File: src/rtl/fp16_mul_arbiter.sv
// fp16_mul_arbiter: round-robin front end that shares one multi-cycle
// FP16 multiplier core among NREQ requesters, with a done watchdog.
module fp16_mul_arbiter #(
  parameter int NREQ    = 4,
  parameter int TIMEOUT = 16
) (
  input  logic                      clk,
  input  logic                      rst,
  input  logic [NREQ-1:0]           req_valid_i,
  output logic [NREQ-1:0]           req_ready_o,
  input  logic [16*NREQ-1:0]        req_a_i,
  input  logic [16*NREQ-1:0]        req_b_i,
  output logic [NREQ-1:0]           rsp_valid_o,
  input  logic [NREQ-1:0]           rsp_ready_i,
  output logic [15:0]               rsp_data_o,
  output logic                      rsp_err_o,
  output logic                      mul_start_o,
  output logic [15:0]               mul_a_o,
  output logic [15:0]               mul_b_o,
  input  logic                      mul_done_i,
  input  logic [15:0]               mul_result_i,
  output logic                      busy_o,
  output logic [$clog2(NREQ)-1:0]   grant_id_o
);

  localparam int IW = $clog2(NREQ);
  localparam int CW = $clog2(TIMEOUT + 1);

  localparam logic [1:0] S_IDLE  = 2'd0;
  localparam logic [1:0] S_ISSUE = 2'd1;
  localparam logic [1:0] S_WAIT  = 2'd2;
  localparam logic [1:0] S_RESP  = 2'd3;

  // Quiet NaN returned when the core never answers.
  localparam logic [15:0] QNAN = 16'h7E00;

  logic [1:0]      state_q, state_d;
  logic [IW-1:0]   ptr_q, ptr_d;
  logic [IW-1:0]   grant_id_q, grant_id_d;
  logic [CW-1:0]   cnt_q, cnt_d;
  logic [15:0]     mul_a_q, mul_a_d;
  logic [15:0]     mul_b_q, mul_b_d;
  logic            mul_start_q, mul_start_d;
  logic [NREQ-1:0] rsp_valid_q, rsp_valid_d;
  logic [15:0]     rsp_data_q, rsp_data_d;
  logic            rsp_err_q, rsp_err_d;
  logic            busy_q, busy_d;

  logic            gnt_vld;
  logic [IW-1:0]   gnt_idx;
  logic [IW-1:0]   cand;

  // (p + i) mod NREQ without relying on NREQ being a power of two.
  function automatic logic [IW-1:0] wrap_idx(
    input logic [IW-1:0] p,
    input int            i
  );
    int s;
    s = int'(p) + i;
    if (s >= NREQ) s = s - NREQ;
    return IW'(s);
  endfunction

  // Search for the first valid requester starting at ptr, wrapping.
  always_comb begin
    gnt_vld = 1'b0;
    gnt_idx = ptr_q;
    cand    = ptr_q;
    for (int i = 0; i < NREQ; i++) begin
      cand = wrap_idx(ptr_q, i);
      if (!gnt_vld && req_valid_i[cand]) begin
        gnt_vld = 1'b1;
        gnt_idx = cand;
      end
    end
  end

  // Ready only in IDLE and only toward the winner of the search.
  always_comb begin
    req_ready_o = '0;
    if (state_q == S_IDLE && gnt_vld) begin
      req_ready_o[gnt_idx] = 1'b1;
    end
  end

  // Sequencer: accept, issue, wait for done or watchdog, respond.
  always_comb begin
    state_d     = state_q;
    ptr_d       = ptr_q;
    grant_id_d  = grant_id_q;
    cnt_d       = cnt_q;
    mul_a_d     = mul_a_q;
    mul_b_d     = mul_b_q;
    mul_start_d = 1'b0;
    rsp_valid_d = rsp_valid_q;
    rsp_data_d  = rsp_data_q;
    rsp_err_d   = rsp_err_q;
    unique case (state_q)
      S_IDLE: begin
        if (gnt_vld) begin
          mul_a_d     = req_a_i[16*int'(gnt_idx) +: 16];
          mul_b_d     = req_b_i[16*int'(gnt_idx) +: 16];
          grant_id_d  = gnt_idx;
          ptr_d       = wrap_idx(gnt_idx, 1);
          mul_start_d = 1'b1;
          state_d     = S_ISSUE;
        end
      end
      S_ISSUE: begin
        cnt_d   = '0;
        state_d = S_WAIT;
      end
      S_WAIT: begin
        cnt_d = cnt_q + CW'(1);
        // A done in the final watchdog cycle still counts as success.
        if (mul_done_i) begin
          rsp_data_d              = mul_result_i;
          rsp_err_d               = 1'b0;
          rsp_valid_d             = '0;
          rsp_valid_d[grant_id_q] = 1'b1;
          state_d                 = S_RESP;
        end else if (cnt_q == CW'(TIMEOUT - 1)) begin
          rsp_data_d              = QNAN;
          rsp_err_d               = 1'b1;
          rsp_valid_d             = '0;
          rsp_valid_d[grant_id_q] = 1'b1;
          state_d                 = S_RESP;
        end
      end
      S_RESP: begin
        if (rsp_ready_i[grant_id_q]) begin
          rsp_valid_d = '0;
          state_d     = S_IDLE;
        end
      end
      default: begin
        state_d = S_IDLE;
      end
    endcase
    busy_d = (state_d != S_IDLE);
  end

  // State and registered outputs; reset discards any transaction.
  always_ff @(posedge clk or posedge rst) begin
    if (rst) begin
      state_q     <= S_IDLE;
      ptr_q       <= '0;
      grant_id_q  <= '0;
      cnt_q       <= '0;
      mul_a_q     <= '0;
      mul_b_q     <= '0;
      mul_start_q <= 1'b0;
      rsp_valid_q <= '0;
      rsp_data_q  <= '0;
      rsp_err_q   <= 1'b0;
      busy_q      <= 1'b0;
    end else begin
      state_q     <= state_d;
      ptr_q       <= ptr_d;
      grant_id_q  <= grant_id_d;
      cnt_q       <= cnt_d;
      mul_a_q     <= mul_a_d;
      mul_b_q     <= mul_b_d;
      mul_start_q <= mul_start_d;
      rsp_valid_q <= rsp_valid_d;
      rsp_data_q  <= rsp_data_d;
      rsp_err_q   <= rsp_err_d;
      busy_q      <= busy_d;
    end
  end

  assign rsp_valid_o = rsp_valid_q;
  assign rsp_data_o  = rsp_data_q;
  assign rsp_err_o   = rsp_err_q;
  assign mul_start_o = mul_start_q;
  assign mul_a_o     = mul_a_q;
  assign mul_b_o     = mul_b_q;
  assign busy_o      = busy_q;
  assign grant_id_o  = grant_id_q;

endmodule

File: config.mk
export PLATFORM = sky130hd
export DESIGN_NAME = fp16_mul_arbiter
export DESIGN_NICKNAME = d
export VERILOG_FILES = /design/src/rtl/fp16_mul_arbiter.sv
export SDC_FILE = /design/constraint.sdc
export NUM_CORES = 1
export LEC_CHECK = 0
export ABC_AREA = 1
export CORE_ASPECT_RATIO = 1.4
export CORE_UTILIZATION = 44
export DETAILED_ROUTE_END_ITERATION = 10
export GPL_TIMING_DRIVEN = 1
export PLACE_DENSITY = 0.91
export SLEW_MARGIN = 20
export SYNTH_ARGS = -nofsm -noshare
export SYNTH_HDL_FRONTEND = slang
export SYNTH_SLANG_ARGS = --single-unit
File: constraint.sdc
create_clock -name clk -period 3.6 [get_ports clk]
set_input_delay 0.36 -clock clk [delete_from_list [all_inputs] [get_ports clk]]
set_output_delay 0.36 -clock clk [all_outputs]
set_load 0.01 [all_outputs]
Word-level counts from Yosys, hierarchy flattened
Cells that the tools add are included.
Word-level totals
  bits of input ports: 155
  output and inout port bits: 61
  flip-flop bits (word level): 66
Operators by class
  reduce and logical (&&, ||, !) cells: 17
  muxes and demuxes: 44
  $lt $le $gt $ge: 13
  add/subtract/negate cells: 10
  shift operators: 2
  equal/unequal tests: 6
Operators with widths (count)
  $shiftx A64 B7 Y16: 2
  $mux W16: 2
  $mux W2: 13
  $lt A2 B3 Y1 const B: 6
  $mux W4: 4
  $mux W1: 15
  $ge A3 B3 Y1 const B: 4
  $bmux W1 S2: 5
  $pmux W5 S2: 1
  $sub A2 B1 Y2 const B: 5
  $pmux W2 S4: 1
  $pmux W4 S2: 1
  $reduce_bool A2 Y1: 4
  $add A2 B1 Y3 const B: 2
  $add A2 B2 Y3 const B: 2
  $logic_and A1 B1 Y1: 6
  $add A5 B1 Y5 const B: 1
  $eq A5 B4 Y1 const B: 1
  $demux W1 S2: 2
  $eq A2 B2 Y1 const B: 2
  $ge A2 B1 Y1 const B: 2
  $reduce_and A2 Y1: 2
  $ge A2 B3 Y1 const B: 1
  $logic_not A1 Y1: 3
  other kinds (5): 5

Longest topological paths before layout
  word-level depth: 19
  gate-level depth with buffers: 19

Worst setup path after synthesis
Ideal clock, no wire load.
  kind: reg-to-output
  start point: register ptr_q[1]
  end point: output req_ready_o[3]
  data arrival time: 1.858 ns
  setup slack: 1.382 ns
  stages on the path, launching flop included: 17
  cells stage by stage: dfrtp_1 buf_4 inv_4 nand2_1 nand2_2 nand2_2 nand2_4 nand2_1 nand2_1 nand2_1 nand2_1 nand3_1 nand2_2 buf_2 ha_1 inv_1 nor2_1
Between the ends
  longest elaborated chain between the ends: 19
RTL lines
  start: declaration: line 38  | logic [IW-1:0] ptr_q, ptr_d;
  start signal: assignment: line 159  | ptr_q <= ptr_d;
  parallel branches: the longest is 13 deep, another holds $add A2 B1 Y3
  $mux W2 *: line 71  | if (!gnt_vld && req_valid_i[cand]) begin
  named net gnt_idx[1]: line 50  | logic [IW-1:0] gnt_idx;
  $lt A2 B3 Y1 (not written as such) / $ge A2 B1 Y1 (equally long branches): line 82  | req_ready_o[gnt_idx] = 1'b1;
  $logic_and A1 B1 Y1 (not written as such): line 82
  $mux W1 (not written as such): line 82
  $demux W1 S2 *: line 82
  $mux W4 *: line 81  | if (state_q == S_IDLE && gnt_vld) begin
  end: declaration: line 10  | output logic [NREQ-1:0] req_ready_o,
Mark *: on every way through the listed nets, which the timed path passes. The select of a mux whose other input is x is not followed.

Worst setup path after layout
  start point: register ptr_q[0]
  end point: output req_ready_o[1]
Between the ends
  longest elaborated chain between the ends: 19
RTL lines (line)
  parallel branches: the longest is 18 deep, another holds $add A2 B1 Y3
  $mux W4 *: 81
Every way passes the cells marked *. The select of a mux whose other input is x is not followed.

==> reports/metrics.csv <==
metric;value;unit
status;completed;
power_leakage;3.37;nW
hold_viol;0;
postLayoutCoreUtil;0.711;
setup_viol;0;
yosys_warnings;0;
fmax;300;MHz
synth_top_cell_by_area;dfrtp_1;
drt_iter0_drc;286;
finClkSkew;0.00271;ns
nets;1006;
num_rows;42;
fin_cells;954;
ys_types;30;
r2r-end;mul_a_o[11];
via_count;4945;
relSlewSlack;0.493;
pre_cts_ws;0.392;ns
yosys_register_bits;66;
rr_worst_depth;12;
antenna_violating_nets_post_route;0;
cp-end-kind;output pin;
maxCapViolCount;0;
grt_pass1_wl;22900;µm
grt_max_degree;37;
fin_crit_sh;0.926;
port_buffers;215;
cts_sinks;66;
holdCritPathClass;flip-flop to flip-flop;
syn_nets;804;
cp_max_fo;19;
grt_pass1_vias;4885;
reg2reg_from;ptr_q[0];
path_class;flip-flop to output pin;
postRouteWirelength;13900;µm
cp_data_arrival_time;2.97;ns
start_util;0.452;
drt_pass1_iterations;6;
slew_viol_final;0;
wl_per_cell;14.6;µm
io_pins;216;
dp_cells;939;
coreArea;9460;µm²
overflow;0;
grtUsageTotal;0.286;
startpoint;ptr_q[0];
synth_top_area_frac;0.386;
antenna_found_initial;0;
die_h;119;µm
area_delta_synth_final;57.4;%
hpwl;10500;µm
start_kind;flip-flop;
worstSetupEndpoint;req_ready_o[1];
required;3.24;ns
min_period;3.33;ns
via_per_inst;5.18;
dieArea;10100;µm²
syn-instance-count;638;
die_w;85.3;µm
cts.htree.levels;3;
tightest_slew;0.759;ns
power.density;965;nW/µm²
postSynthAreaPerCell;6.70;µm²
drive_gt1_frac;0.0581;
post_cts_buffers;0;
fin_ws;0.267;ns
route.detailed.drc;0;
clk_latency;0.33;ns
place_congestion;0.931;
clkSlewWorstSetupHoldPaths;0.05;ns
netlist_top_cells_area;dfrtp_1 39%, nand2_1 31%, nand3_1 8.2%;
antenna_cells;0;
rsz0062_at_grt;no;
clockBufferDepth;2;
cts_root_buf;clkbuf_16;
yosysSeqAreaShare;0.386;
worst_ir_drop_vdd;0.437;mV
rrSetupSlack;0.83;ns
cts_tree;yes;
netlist_area;4280;µm²
tns;0;ns
cts_buffers;9;
worst max-delay path, cell delays in order (launching register included):
cell and delay [ns]:
dfrtp_2 0.49, inv_2 0.18, nand2_1 0.09, nand2_2 0.13, nand2_1 0.06, nand2_1 0.14
nand3_1 0.16, nand3_1 0.13, nand3_2 0.11, nand2_4 0.23, ha_1 0.20, inv_1 0.05
nor2_1 0.10, clkdlybuf4s50_1 0.57
Yosys cell counts:
library cell  number
a21oi_1            7
a22o_1            10
a22oi_1            1
buf_2             12
buf_4              6
buf_6              3
clkbuf_1          10
clkinv_1           1
dfrtp_1           66
ha_1              11
inv_1             28
inv_2              3
inv_4              1
nand2_1          356
nand2_2           11
nand2_4            2
nand3_1           70
nand3_2            2
nand4_1            4
nand4_2            1
nand4_4            1
nor2_1             9
nor2_4             3
nor3_1             4
nor4_1             1
o21ai_0            6
o21bai_1           1
o22a_1             6
o22ai_1            1
or2_2              1
report_power, final:
group          total, mW  switching, mW  internal, mW
clock              0.808          0.311         0.497
combinational       4.34           2.66          1.69
sequential          1.34          0.243          1.10
metrics by stage:
stage | hold WS (ns) | total power [mW] | area, µm²
after floorplan | 0.472 | 4.26 | 4280
after detailed placement | 0.464 | 5.64 | 6440
final | 0.476 | 6.49 | 6730
after CTS | 0.479 | 6.49 | 6720
after global routing | 0.503 | 7.08 | 6730
after global placement | 0.466 | 5.49 | 6440
cell families after synthesis:
family	count (synthesis)	share of synthesized area
AND/OR/NAND/NOR	465	0.458
flip-flops	66	0.386
buffers and inverters	64	0.0708
AO/OA/AOI/OAI	32	0.0530
adder cells (fa/ha/maj)	11	0.0322
routing by layer:
metal,global-route usage,vias up,wire length [µm]
li1,-,2418,-
met1,0.321,2280,5150
met2,0.520,201,7480
met3,0.0531,46,698
met4,0.122,0,567
met5,0,-,0
layout make-up:
cell class / instances / area (µm²)
fillers: 740 / 2730
multi-input cells: 508 / 2330
repair buffers: 222 / 2200
flip-flops and latches: 66 / 1650
clock buffers: 11 / 253
well taps: 110 / 138
inverters: 33 / 126
clock inverters: 4 / 27.5
flip-flops by register name, indices dropped and copies added (netlist names):
name,flops
mul_b_o,16
state_q,2
mul_start_o,1
rsp_err_o,1
rsp_valid_o,4
ptr_q,2
cnt_q,5
mul_a_o,16
busy_o,1
rsp_data_o,16
grant_id_o,2
repair_timing:
| action | in CTS | in global routing |
|---|---|---|
| hold buffers | 0 | 0 |
| gates resized for setup | 0 | 2 |
| endpoints found under the setup margin | 0 | 4 |
cell usage in the layout, fill, tap and decap left out, types with 2 or more instances in the layout:
cell type	instances
nor3_1	4
o22a_1	6
nand2_4	3
o21ai_0	6
clkinvlp_4	3
nor2_4	3
buf_4	7
nand4_1	4
inv_2	4
clkbuf_16	9
nand2_2	10
ha_1	11
inv_1	27
a21oi_1	7
clkbuf_8	2
nor2_1	9
dfrtp_1	65
nand3_2	2
clkdlybuf4s50_1	215
nand2_1	356
a22o_1	10
nand3_1	70
worst min-delay path by stage:
stage	cells after the start	to	start	slack, ns
6_report	2	mul_a_o[2]	mul_a_o[2]	0.48
5_1_grt	2	mul_b_o[12]	mul_b_o[12]	0.50
4_1_cts	2	mul_a_o[2]	mul_a_o[2]	0.48
3_5_place_dp	2	mul_a_o[2]	mul_a_o[2]	0.46
3_3_place_gp	2	mul_a_o[0]	mul_a_o[0]	0.47
2_1_floorplan	1	cnt_q[0]	cnt_q[0]	0.47
(Power assumes the default switching activity.)
